`config.mk`:
```
export PLATFORM = sky130hd
export DESIGN_NAME = seq_divider_flat
export DESIGN_NICKNAME = d
export VERILOG_FILES = /design/src/rtl/seq_divider_if.sv /design/src/rtl/seq_divider.sv /design/src/flat_wrapper.sv
export SDC_FILE = /design/constraint.sdc
export NUM_CORES = 1
export LEC_CHECK = 0
export CORE_MARGIN = 2
export CORE_UTILIZATION = 63
export CTS_CLUSTER_SIZE = 10
export DETAILED_ROUTE_END_ITERATION = 10
export PLACE_DENSITY = 0.9
export SLEW_MARGIN = 5
export SYNTH_ARGS = -nofsm -noshare
export SYNTH_HDL_FRONTEND = slang
export SYNTH_SLANG_ARGS = --single-unit
```
`constraint.sdc`:
```
create_clock -name clk -period 5.34 [get_ports clk]
set_input_delay 0.534 -clock clk [delete_from_list [all_inputs] [get_ports clk]]
set_output_delay 0.534 -clock clk [all_outputs]
set_load 0.02 [all_outputs]
```
`src/rtl/seq_divider_if.sv`:
```
// Request/response bundle between the execute stage and the iterative divider.
// master drives requests and consumes results; slave is the divider itself.
interface seq_divider_if #(
  parameter int WIDTH = 32,
  parameter int TAG_W = 5
) ();
  logic             in_valid;
  logic             in_ready;
  logic [1:0]       op;
  logic [WIDTH-1:0] a;
  logic [WIDTH-1:0] b;
  logic [TAG_W-1:0] in_tag;
  logic             out_valid;
  logic             out_ready;
  logic [WIDTH-1:0] result;
  logic [TAG_W-1:0] out_tag;

  modport master (
    output in_valid, op, a, b, in_tag, out_ready,
    input  in_ready, out_valid, result, out_tag
  );

  modport slave (
    input  in_valid, op, a, b, in_tag, out_ready,
    output in_ready, out_valid, result, out_tag
  );
endinterface

```
`src/rtl/seq_divider.sv`:
```
// Iterative restoring divider for DIV/DIVU/REM/REMU, STEP quotient bits per cycle.
// state | meaning
// IDLE  | waiting for a request, in_ready high unless flushed
// CALC  | one restoring iteration per cycle until the down-counter hits zero
// FIX   | sign correction of quotient/remainder and result select
// DONE  | result and tag held until out_ready
module seq_divider #(
  parameter int WIDTH = 32,
  parameter int STEP  = 1,
  parameter int TAG_W = 5
) (
  input logic          clk,
  input logic          rst_n,
  input logic          flush,
  seq_divider_if.slave bus
);
  localparam int N  = WIDTH / STEP;
  localparam int CW = $clog2(N) + 1;

  typedef enum logic [1:0] {IDLE, CALC, FIX, DONE} state_t;

  state_t           state;
  logic [WIDTH-1:0] dvs_q;
  logic [WIDTH-1:0] quo_q;
  logic [WIDTH-1:0] rem_q;
  logic [WIDTH-1:0] result_q;
  logic [TAG_W-1:0] tag_q;
  logic [TAG_W-1:0] out_tag_q;
  logic [CW-1:0]    cnt;
  logic             rem_sel;
  logic             sign_q;
  logic             sign_r;
  logic             out_valid_q;

  logic             is_signed;
  logic             b_zero;
  logic             ovf;
  logic [WIDTH-1:0] a_abs;
  logic [WIDTH-1:0] b_abs;

  assign is_signed = !bus.op[0];
  assign a_abs     = (is_signed && bus.a[WIDTH-1]) ? -bus.a : bus.a;
  assign b_abs     = (is_signed && bus.b[WIDTH-1]) ? -bus.b : bus.b;
  assign b_zero    = (bus.b == '0);
  assign ovf       = is_signed && (bus.a == {1'b1, {(WIDTH-1){1'b0}}}) && (bus.b == '1);

  // quo_q starts as the dividend and fills with quotient bits from the bottom
  logic [WIDTH-1:0] rem_v;
  logic [WIDTH-1:0] quo_v;
  logic [WIDTH:0]   shf;
  logic [WIDTH-1:0] dif;

  always_comb begin
    rem_v = rem_q;
    quo_v = quo_q;
    shf   = '0;
    dif   = '0;
    for (int i = 0; i < STEP; i++) begin
      shf = {rem_v, quo_v[WIDTH-1]};
      dif = shf[WIDTH-1:0] - dvs_q;
      if (shf >= {1'b0, dvs_q}) begin
        rem_v = dif;
        quo_v = {quo_v[WIDTH-2:0], 1'b1};
      end else begin
        rem_v = shf[WIDTH-1:0];
        quo_v = {quo_v[WIDTH-2:0], 1'b0};
      end
    end
  end

  always_ff @(posedge clk or negedge rst_n) begin
    if (!rst_n) begin
      state       <= IDLE;
      dvs_q       <= '0;
      quo_q       <= '0;
      rem_q       <= '0;
      result_q    <= '0;
      tag_q       <= '0;
      out_tag_q   <= '0;
      cnt         <= '0;
      rem_sel     <= 1'b0;
      sign_q      <= 1'b0;
      sign_r      <= 1'b0;
      out_valid_q <= 1'b0;
    end else if (flush) begin
      state       <= IDLE;
      out_valid_q <= 1'b0;
      result_q    <= '0;
      out_tag_q   <= '0;
    end else begin
      case (state)
        IDLE: begin
          if (bus.in_valid) begin
            rem_sel <= bus.op[1];
            tag_q   <= bus.in_tag;
            sign_q  <= is_signed && (bus.a[WIDTH-1] ^ bus.b[WIDTH-1]);
            sign_r  <= is_signed && bus.a[WIDTH-1];
            dvs_q   <= b_abs;
            quo_q   <= a_abs;
            rem_q   <= '0;
            cnt     <= CW'(N);
            if (b_zero) begin
              state       <= DONE;
              out_valid_q <= 1'b1;
              result_q    <= bus.op[1] ? bus.a : '1;
              out_tag_q   <= bus.in_tag;
            end else if (ovf) begin
              state       <= DONE;
              out_valid_q <= 1'b1;
              result_q    <= bus.op[1] ? '0 : bus.a;
              out_tag_q   <= bus.in_tag;
            end else begin
              state <= CALC;
            end
          end
        end
        CALC: begin
          if (cnt == '0) begin
            state <= FIX;
          end else begin
            rem_q <= rem_v;
            quo_q <= quo_v;
            cnt   <= cnt - 1'b1;
          end
        end
        FIX: begin
          result_q    <= rem_sel ? (sign_r ? -rem_q : rem_q)
                                 : (sign_q ? -quo_q : quo_q);
          out_tag_q   <= tag_q;
          out_valid_q <= 1'b1;
          state       <= DONE;
        end
        DONE: begin
          if (bus.out_ready) begin
            state       <= IDLE;
            out_valid_q <= 1'b0;
            result_q    <= '0;
            out_tag_q   <= '0;
          end
        end
        default: state <= IDLE;
      endcase
    end
  end

  assign bus.in_ready  = (state == IDLE) && !flush;
  assign bus.out_valid = out_valid_q;
  assign bus.result    = result_q;
  assign bus.out_tag   = out_tag_q;
endmodule
```
`src/flat_wrapper.sv`:
```
// flat-port wrapper written by rule: the top's interface ports become plain ports
module seq_divider_flat 
#(
  parameter int WIDTH = 32,
  parameter int STEP  = 1,
  parameter int TAG_W = 5
)
  (clk, rst_n, flush, bus_in_valid, bus_op, bus_a, bus_b, bus_in_tag, bus_out_ready, bus_in_ready, bus_out_valid, bus_result, bus_out_tag);
  seq_divider_if #(.WIDTH(WIDTH), .TAG_W(TAG_W)) bus_i ();
  input logic clk;
  input logic rst_n;
  input logic flush;
  input wire logic [$bits(bus_i.in_valid)-1:0] bus_in_valid;
  input wire logic [$bits(bus_i.op)-1:0] bus_op;
  input wire logic [$bits(bus_i.a)-1:0] bus_a;
  input wire logic [$bits(bus_i.b)-1:0] bus_b;
  input wire logic [$bits(bus_i.in_tag)-1:0] bus_in_tag;
  input wire logic [$bits(bus_i.out_ready)-1:0] bus_out_ready;
  output wire logic [$bits(bus_i.in_ready)-1:0] bus_in_ready;
  output wire logic [$bits(bus_i.out_valid)-1:0] bus_out_valid;
  output wire logic [$bits(bus_i.result)-1:0] bus_result;
  output wire logic [$bits(bus_i.out_tag)-1:0] bus_out_tag;
  assign bus_i.in_valid = bus_in_valid;
  assign bus_i.op = bus_op;
  assign bus_i.a = bus_a;
  assign bus_i.b = bus_b;
  assign bus_i.in_tag = bus_in_tag;
  assign bus_i.out_ready = bus_out_ready;
  assign bus_in_ready = bus_i.in_ready;
  assign bus_out_valid = bus_i.out_valid;
  assign bus_result = bus_i.result;
  assign bus_out_tag = bus_i.out_tag;
  seq_divider #(.WIDTH(WIDTH), .STEP(STEP), .TAG_W(TAG_W)) u_core (.clk(clk), .rst_n(rst_n), .flush(flush), .bus(bus_i));
endmodule
```
==> run metrics <==
minimum clock period 3.71 ns; Post-CTS Setup Bufs 0; CP cell instances ha_1 -> a21oi_1 -> o21ai_0 -> a221oi_1 -> a21oi_1 -> o41ai_4 -> and2_1 -> o21ai_0 -> a22o_1; CTS Hold Bufs 0; post-route setup slack 1.63 ns; fillcell total 1357; area grow syn2layout 15.7%; unique cell type count in the Yosys netlist 71; GRT Total Usage 0.359; clock sinks 150; Max VDD drop 0.325 mV; Slew headroom 0.179; status finished, final reports clean; Max stage delay on crit path 0.71 ns; io pins 115; first-pass GRT wire length 55.5 mm; worst path arrival time 4.04 ns; Crit path max-delay family compound AO/OA/AOI/OAI gates; Area contributors post-synth dfrtp_1 (33%), xnor2_1 (6.3%), o21ai_0 (6.0%); Slew Limit Fails 0; FMAX 0.269 GHz; PD cells 600 nW/um2; DRC violations left 0; CTS clk-pin slew, worst paths 0.06 ns; Crit Path Max Fanout 19; EDFF count, synth 0; full die area 19100 um2; die height 138 um; critical path depth 9; period utilization 0.695; Yosys reg bits 150; vias 11300; antenna-violating nets left 0; P_leak 5.44 nW; CTS max path bufs 2; clock latency on the worst-skew pair 0.46 ns; # setup viols final 0; Mapped Area 11300 um2; Crit. Startpoint u_core.rem_q[7]; worst reg2reg endpoint u_core.rem_q[0]; Critical Path Sink u_core.rem_q[0]; WP buf/inv 0; core area 17800 um2; syn_nets 1490; unrepaired setup endpoints after global routing false; H-tree depth reported by CTS 4; RR Startpoint u_core.rem_q[7]; Syn Area/Cell 8.26 um2; yosys warns 0; slowest cell on the critical path and2_1; CTS Buf Count 17; Top FF cell, synth dfrtp_1; Setup WS pre-CTS 1.49 ns; Final Wtd Congestion 0.986; Worst R2R Path Depth 9; share of cells above drive strength 1 0.0541; Syn Inst Count 1371; post-synth top area cell dfrtp_1; CP Launch Type flop; Clock Tree Root clkbuf_16; Vias/cell 6.78; R2R Setup Slk 1.63 ns; hpwl dp 25.5 mm; MaxCap Viol Count 0; Nets 1549; most frequent cells in the layout nand2_1 (159), dfrtp_1 (150), o21ai_0 (136); initial DRC count 1286; vias in the first global route 10800; Final Hold Vio Count 0; Post-Route WL 34.8 mm; kind of critical path flop to flop; sequential cell area fraction in the yosys report 0.331; post-CTS sizing 0; Min Hold Slack 0.121 ns; Yosys top cell area share 0.331; antenna violations before repair 0; measured slew at the worst slew-check pin 1.23 ns; drt pass-1 iters 6; GRT Residual Overflow 0; pin count of the biggest net entering global routing 83; Hold WC Path Type input port to async pin; most common cell after layout, fill and taps aside nand2_1; DR WL/cell 20.8 um; WP data required 5.67 ns; Total Power 0.00787 W; Core Rows 49; Crit. End Element flop; Port Buffers 114; Die W 138 um; clk_skew 0.0169 ns; CTS tree done; Synth async-reset ratio 1.00; Antenna Cells 0; Setup TNS 0 ns; initial core utilization 0.637
==> per-layer routing <==
metal | part of all wire | vias up | global-route usage
met5 | 0 | - | 0
met1 | 0.39 | 5330 | 0.443
met3 | 0.091 | 175 | 0.0707
met2 | 0.46 | 710 | 0.586
met4 | 0.061 | 0 | 0.219
li1 | - | 5114 | -
==> cell usage after synthesis (all sizes together), types with 7 or more instances <==
cell,n
xor2,66
a221oi,10
a21oi,92
ha,42
nor2b,9
or3,18
a22oi,34
a211oi,9
buf,16
xnor2,81
o31ai,38
nand2,162
o21ai,150
nand4,20
nor4,15
nor2,68
clkbuf,70
nor3,35
inv,67
nand3,15
a31oi,13
mux2i,16
or4,12
a32oi,10
a21o,16
nand2b,8
o41ai,18
dfrtp,150
o22ai,10
and3,8
and2,7
a22o,7
o211ai,16
==> sequential cells by signal, summed over array words and instances (netlist names), 2 cells and up <==
register and cells:
u_core.bus.result 32, u_core.dvs_q 32, u_core.quo_q 32, u_core.rem_q 32, u_core.cnt 6, u_core.bus.out_tag 5
u_core.tag_q 5, u_core.state 2
==> area by class of cell <==
cell class | instances | area (um2) | area share
Clock buffer | 18 | 439 | 0.0335
Sequential cell | 150 | 3750 | 0.286
Inverter | 67 | 251 | 0.0192
Multi-Input combinational cell | 1068 | 7010 | 0.534
Clock inverter | 14 | 141 | 0.0108
Tap cell | 229 | 287 | 0.0219
Timing Repair Buffer | 126 | 1230 | 0.0940
==> power breakdown <==
| group | switching [W] | leakage (nW) | internal (W) | total [W] |
|---|---|---|---|---|
| clock | 0.000535 | 0.272 | 0.000664 | 0.00120 |
| sequential | 0.000575 | 1.95 | 0.00156 | 0.00214 |
| combinational | 0.00274 | 3.21 | 0.00180 | 0.00454 |
| total | 0.00385 | 5.44 | 0.00402 | 0.00787 |
==> how the worst min path moves through the flow <==
stage                           from               endpoint  slack, ns  cells after the start
floorplan                      rst_n  u_core.bus.out_tag[0]       0.24                      0
global placement     u_core.dvs_q[2]        u_core.dvs_q[2]       0.46                      2
detailed placement  u_core.dvs_q[20]       u_core.dvs_q[20]       0.47                      2
CTS                            rst_n  u_core.bus.result[23]       0.16                      1
global route                   rst_n  u_core.bus.result[17]       0.20                      1
finish                         rst_n  u_core.bus.result[20]       0.12                      1
==> through the flow <==
step | area (um2) | util | cells
floorplan | 11300 | - | 1371
global placement | 12500 | 0.705 | 1640
detailed placement | 12500 | 0.705 | 1640
CTS | 13100 | 0.737 | 1672
global route | 13100 | 0.737 | 1672
finish | 13100 | 0.737 | 1672
==> worst register-to-register path, stage by stage (launching register included) <==
cell      delay [ns]
dfrtp_1         0.44
ha_1            0.41
a21oi_1         0.24
o21ai_0         0.16
a221oi_1        0.48
a21oi_1         0.22
o41ai_4         0.46
and2_1          0.71
o21ai_0         0.19
a22o_1          0.27
==> logic make-up after synthesis <==
family	Yosys count	synth area share
AO/OA/AOI/OAI	460	0.262
XOR/XNOR	147	0.114
adder cells (fa/ha/maj)	43	0.0482
buffers and inverters	153	0.0519
flip-flops	150	0.331
multiplexers	22	0.0201
AND/OR/NAND/NOR	396	0.173
Note: power is estimated with default switching activity, not from simulation.
